[src/rtl/in_filt_bank.sv]
// Bank of WIDTH input channels: 2-flop synchroniser, FILT_CYCLES glitch filter,
// registered per-channel selectable inversion. Optional sticky change flags under IN_FILT_STICKY_EN.
module in_filt_bank #(
  parameter  int WIDTH       = 4,
  parameter  int FILT_CYCLES = 4,
  localparam int CNT_W       = $clog2(FILT_CYCLES) + 1
) (
  input  logic             C,
  input  logic             RST,
  input  logic             EN,
  input  logic [WIDTH-1:0] INV,
  input  logic [WIDTH-1:0] A,
  output logic [WIDTH-1:0] Q,
  output logic             CHG
`ifdef IN_FILT_STICKY_EN
  ,
  input  logic             CLR,
  output logic [WIDTH-1:0] STICKY
`endif
);

  localparam logic [CNT_W-1:0] CNT_LAST = CNT_W'(FILT_CYCLES - 1);

  logic [WIDTH-1:0] s1_q, s2_q;
  logic [WIDTH-1:0] f_q, f_d;
  logic [WIDTH-1:0] upd_q, upd_d;
  logic [CNT_W-1:0] cnt_q [WIDTH];
  logic [CNT_W-1:0] cnt_d [WIDTH];

  // NOTE: every output of a combinational block gets a default first so no path leaves it unassigned (no latch).
  always_comb begin
    f_d   = f_q;
    upd_d = '0;
    for (int i = 0; i < WIDTH; i++) begin
      cnt_d[i] = '0;
      if (EN && (s2_q[i] != f_q[i])) begin
        if (cnt_q[i] == CNT_LAST) begin
          f_d[i]   = s2_q[i];
          upd_d[i] = 1'b1;
        end else begin
          cnt_d[i] = cnt_q[i] + CNT_W'(1);
        end
      end
    end
  end

  // NOTE: sequential state uses non-blocking assignments so every register samples pre-edge values.
  always_ff @(posedge C) begin
    if (RST) begin
      s1_q  <= '0;
      s2_q  <= '0;
      f_q   <= '0;
      upd_q <= '0;
      Q     <= '1;
      CHG   <= 1'b0;
      // NOTE: the counter array is small per-channel state, so it is reset like any other register.
      for (int i = 0; i < WIDTH; i++) cnt_q[i] <= '0;
    end else begin
      s1_q  <= A;
      s2_q  <= s1_q;
      f_q   <= f_d;
      upd_q <= upd_d;
      for (int i = 0; i < WIDTH; i++) cnt_q[i] <= cnt_d[i];
      // Q follows the already-accepted level; the update flag is delayed so CHG lines up with Q.
      Q     <= f_q ^ INV;
      CHG   <= |upd_q;
    end
  end

`ifdef IN_FILT_STICKY_EN
  always_ff @(posedge C) begin
    if (RST) begin
      STICKY <= '0;
    end else begin
      // Set wins over clear on the same edge.
      STICKY <= (CLR ? '0 : STICKY) | upd_q;
    end
  end
`endif

endmodule

[config.mk]
export PLATFORM = sky130hd
export DESIGN_NAME = in_filt_bank
export DESIGN_NICKNAME = d
export VERILOG_FILES = /design/src/rtl/in_filt_bank.sv
export SDC_FILE = /design/constraint.sdc
export NUM_CORES = 1
export LEC_CHECK = 0
export ABC_CLOCK_PERIOD_IN_PS = 2550
export BUFFER_PORTS_ARGS = -buffer_cell sky130_fd_sc_hd__buf_2
export CAP_MARGIN = 20
export CORE_MARGIN = 3
export CORE_UTILIZATION = 35
export CTS_BUF_LIST = sky130_fd_sc_hd__clkbuf_4
export DETAILED_ROUTE_END_ITERATION = 7
export GPL_TIMING_DRIVEN = 0
export PLACE_DENSITY = 0.53
export SLEW_MARGIN = 0
export SYNTH_ARGS = -nofsm -noshare
export SYNTH_HDL_FRONTEND = slang
export SYNTH_SLANG_ARGS = --single-unit
[constraint.sdc]
create_clock -name C -period 2.55 [get_ports C]
set_clock_uncertainty 0.2 [all_clocks]
set_input_delay 0.255 -clock C [delete_from_list [all_inputs] [get_ports C]]
set_output_delay 0.255 -clock C [all_outputs]
set_load 0.005 [all_outputs]
# Yosys cells after proc, flatten, opt, wreduce, memory -nomap -nowiden
# Memory sizes are Yosys's and may differ from the RTL's.
# Cells that the tools add are included.
# op_classes
bitwise_logic	9
mux	19
n_eq_ne	8
add_sub_neg	4
reduce_logical	13
# ops
cell	count
$mux 3	12
$add 3x1->3 const B	4
$eq 3x2->1 const B	4
$reduce_and 2->1	4
$reduce_or 2->1	4
$mux 1	7
$logic_and 1x1->1	4
$ne 1x1->1	4
$not 1->1	4
$or 1x1->1	4
$reduce_or 4->1	1
$xor 4x4->4	1
# word_totals
input_bits	11
word_cells	66
ff_bits	21
ramBits	12
output_inout_bits	5
n_memories	1
# mem_list
name	depth	width	rd	rd_ports_with_merged_regs	write_ports	line	source
cnt_q	4	3	4	0	4	27	logic [CNT_W-1:0] cnt_q [WIDTH];

# Logic depth before layout (Yosys ltp)
# logic_depth
word_depth	4
mapped_depth	5
mapped_depth_nobuf	4

# Least setup slack after synthesis
# Ideal clock, no wire load.
# synth_path
kind	reg2reg
startpoint	memory cnt_q[2][0] in the netlist's numbering
endpoint	register f_q[2]
path_stages_with_launch	5
required_time_ns	2.280
arrival_ns	1.045
synth_period_minus_slack_ns	1.315
setup_time_ns	0.070
slack_ns	1.235
path_cell_list	dfxtp_1 ha_1 ha_1 a21bo_2 a21oi_1
# synth_rtl
element	line	source
from (decl)	27	
to (signal assigned)	52	f_q <= '0;
to (signal assigned)	61	f_q <= f_d;
to (decl)	25	logic [WIDTH-1:0] f_q, f_d;

==> metrics.txt <==
standard-cell rows 20; vias per cell 4.47; Cell Area, Synth 1180 µm²; overall power between 800 and 900 µW; vias just under 800; Clock Pin Slew Worst Setup and Hold Paths ~0.10 ns; Slew Limit Fails 0; Yosys reg bits 33; CTS tree done; CP startpoint kind input pin; Root Driver clkbuf_4; final WL 1940 µm; DIE AREA slightly above 4000 µm²; global route overflow 0; global placement routability congestion ~0.66; antenna viol nets, final 0; RSZ-0062 raised after global routing no; detailed-router iteration count before antenna repair 2; Port Buffers 14; fillers 322; final worst path period share 60.2%; Setup TNS 0 ns; first-pass GRT wire length 3460 µm; Setup crit end kind register; Diodes inserted 0; NumNets Final 151; initial core utilization 37.6%; Clock Latency Late Sink roughly 0.33 ns; Critical Path Fanout Max 10; Max Buffers Root-to-Sink 2; Worst IR Drop VDD 0.321 mV; share of cells above drive strength 1 22.6%; initial antenna violation count 0; Yosys warnings 0; Core Region 3150 µm²; Netlist cell types 18; max cap viols 0; sequential element share of the synthesized area 55.8%; Hold Path Class input pin to register; Post-Place Setup Slack 1.16 ns; Total GRT Usage between 10% and 20%; Peak Freq 0.652 GHz; post-synthesis net count 119; DIE WIDTH approximately 64 µm; CTS buffer count 5; PD cells 582 nW/µm²; Pleak 0.580 nW; Syn Inst Count 100; Max-slew headroom 74.6%; Die H between 60 and 70 µm; final setup violating endpoints 0; largest net degree at the start of global routing 11; Ports 16; crit path kind input pin to register; final hold slack between 0.04 and 0.05 ns; H-tree depth 2; min Tclk post-route approximately 1.5 ns; CP arrival 1.59 ns; dpl hpwl 1250 µm; Tightest Pin Transition 0.378 ns; Worst EP required between 2 and 3 ns; Sink Count 33; Initial DRC Count 27; DRC viols 0; Area Overhead vs Synth 24.1%; final hold vios 0; status complete, no violations; PnR worst setup slack 1.02 ns; drt wl/cell 11.0 µm; vias in the first global route about 770; Avg Cell Area, Syn approximately 12 µm²
[where the power goes]
| part | total (mW) | switching [mW] | internal [mW] | leakage [nW] |
|---|---|---|---|---|
| sequential | 0.529 | 0.00357 | 0.525 | 0.269 |
| combinational | 0.0554 | 0.0227 | 0.0326 | 0.281 |
| clock | 0.272 | 0.172 | 0.0995 | 0.0300 |
[registers in the layout (all words and copies together) (netlist names)]
| name | count |
|---|---|
| Q | 4 |
| CHG | 1 |
| s1_q | 4 |
| cnt_q | 12 |
| s2_q | 4 |
| f_q | 4 |
| upd_q | 4 |
[final cells by class]
| cell class | instances | area [µm²] | share of cell area, % |
|---|---|---|---|
| plain buffers | 4 | 35.0 | 2.38 |
| multi-input cells | 59 | 474 | 32.3 |
| clock inverters | 3 | 12.5 | 0.851 |
| repair buffers | 25 | 180 | 12.3 |
| well taps | 44 | 55.1 | 3.74 |
| inverters | 4 | 15.0 | 1.02 |
| flip-flops and latches | 33 | 661 | 44.9 |
| clock buffers | 5 | 37.5 | 2.55 |
[what timing repair did]
item / in CTS / in global routing
buffers inserted: 0 / 0
hold endpoints to repair: 9 / 0
gates resized for setup: 0 / 0
hold buffers: 11 / 0
[path summary, 6_finish.rpt]
check	from	end	slack, ns	cells past startpoint
worst max-delay path	RST	cnt_q[3][2]$_SDFF_PP0_	1.02	6
worst max register to register	cnt_q[1][0]$_SDFF_PP0_	f_q[1]$_SDFFE_PP0P_	1.15	4
worst min-delay path	EN	f_q[1]$_SDFFE_PP0P_	0.04	3
worst min register to register	cnt_q[0][0]$_SDFF_PP0_	cnt_q[0][0]$_SDFF_PP0_	0.24	1
[cells in the final DEF, fill, tap and decap left out, types with 2 or more instances in the layout]
master	count
nor3b_1	4
nor2b_1	4
nor4_1	7
ha_1	8
clkinv_1	2
dfxtp_1	33
nor4_2	2
clkbuf_4	5
dlygate4sd3_1	11
buf_2	15
nor4b_1	4
buf_6	2
xnor2_1	8
a21oi_1	4
and2b_1	4
a21bo_2	4
inv_1	4
nand3_1	4
nand2b_1	5
[worst max-delay path, stage by stage]
cell           delay [ns]
dlygate4sd3_1        0.53
buf_2                0.16
nand2b_1             0.16
buf_6                0.14
buf_6                0.14
nor4_1               0.21
[layer usage]
metal / vias up / wire length, µm / global-route usage [%]
met1: 364 / 870 / 12.7
met2: 16 / 942 / 17.3
met3: 6 / 83 / 4.75
li1: 406 / - / -
met5: - / 0 / 0
met4: 0 / 44 / 7.92
[metrics by stage]
step	instance area (µm²)	std cells	utilization (%)
after floorplan	1180	100	-
after global placement	1310	158	41.5
after detailed placement	1310	158	41.5
after CTS	1470	177	46.6
after global routing	1470	177	46.6
final	1470	177	46.6
[cells by family (layout without fill, tap and decap cells)]
logic type / count (synthesis) / after routing / share of synthesized area, %
and+or+nand+nor: 35 / 35 / 20.6
xor gates and xnor gates: 8 / 8 / 5.91
AOI/OAI and AO/OA: 8 / 8 / 5.07
buffers and inverters: 8 / 41 / 4.22
adders and majority gates: 8 / 8 / 8.45
DFF: 33 / 33 / 55.8
[synth_stat cells]
master	number	area, µm²
nor2_1	1	3.75
dfxtp_1	33	661
buf_2	1	5.00
and2b_1	4	30.0
a21oi_1	4	20.0
nand3_1	4	20.0
nor2b_1	4	25.0
nor4b_1	4	35.0
buf_4	1	7.51
xnor2_1	8	70.1
buf_6	2	22.5
nor3b_1	4	30.0
a21bo_2	4	40.0
ha_1	8	100
nor4_2	2	25.0
nand2b_1	5	31.3
inv_1	4	15.0
nor4_1	7	43.8
No activity file was read; power rests on OpenSTA's default activity.
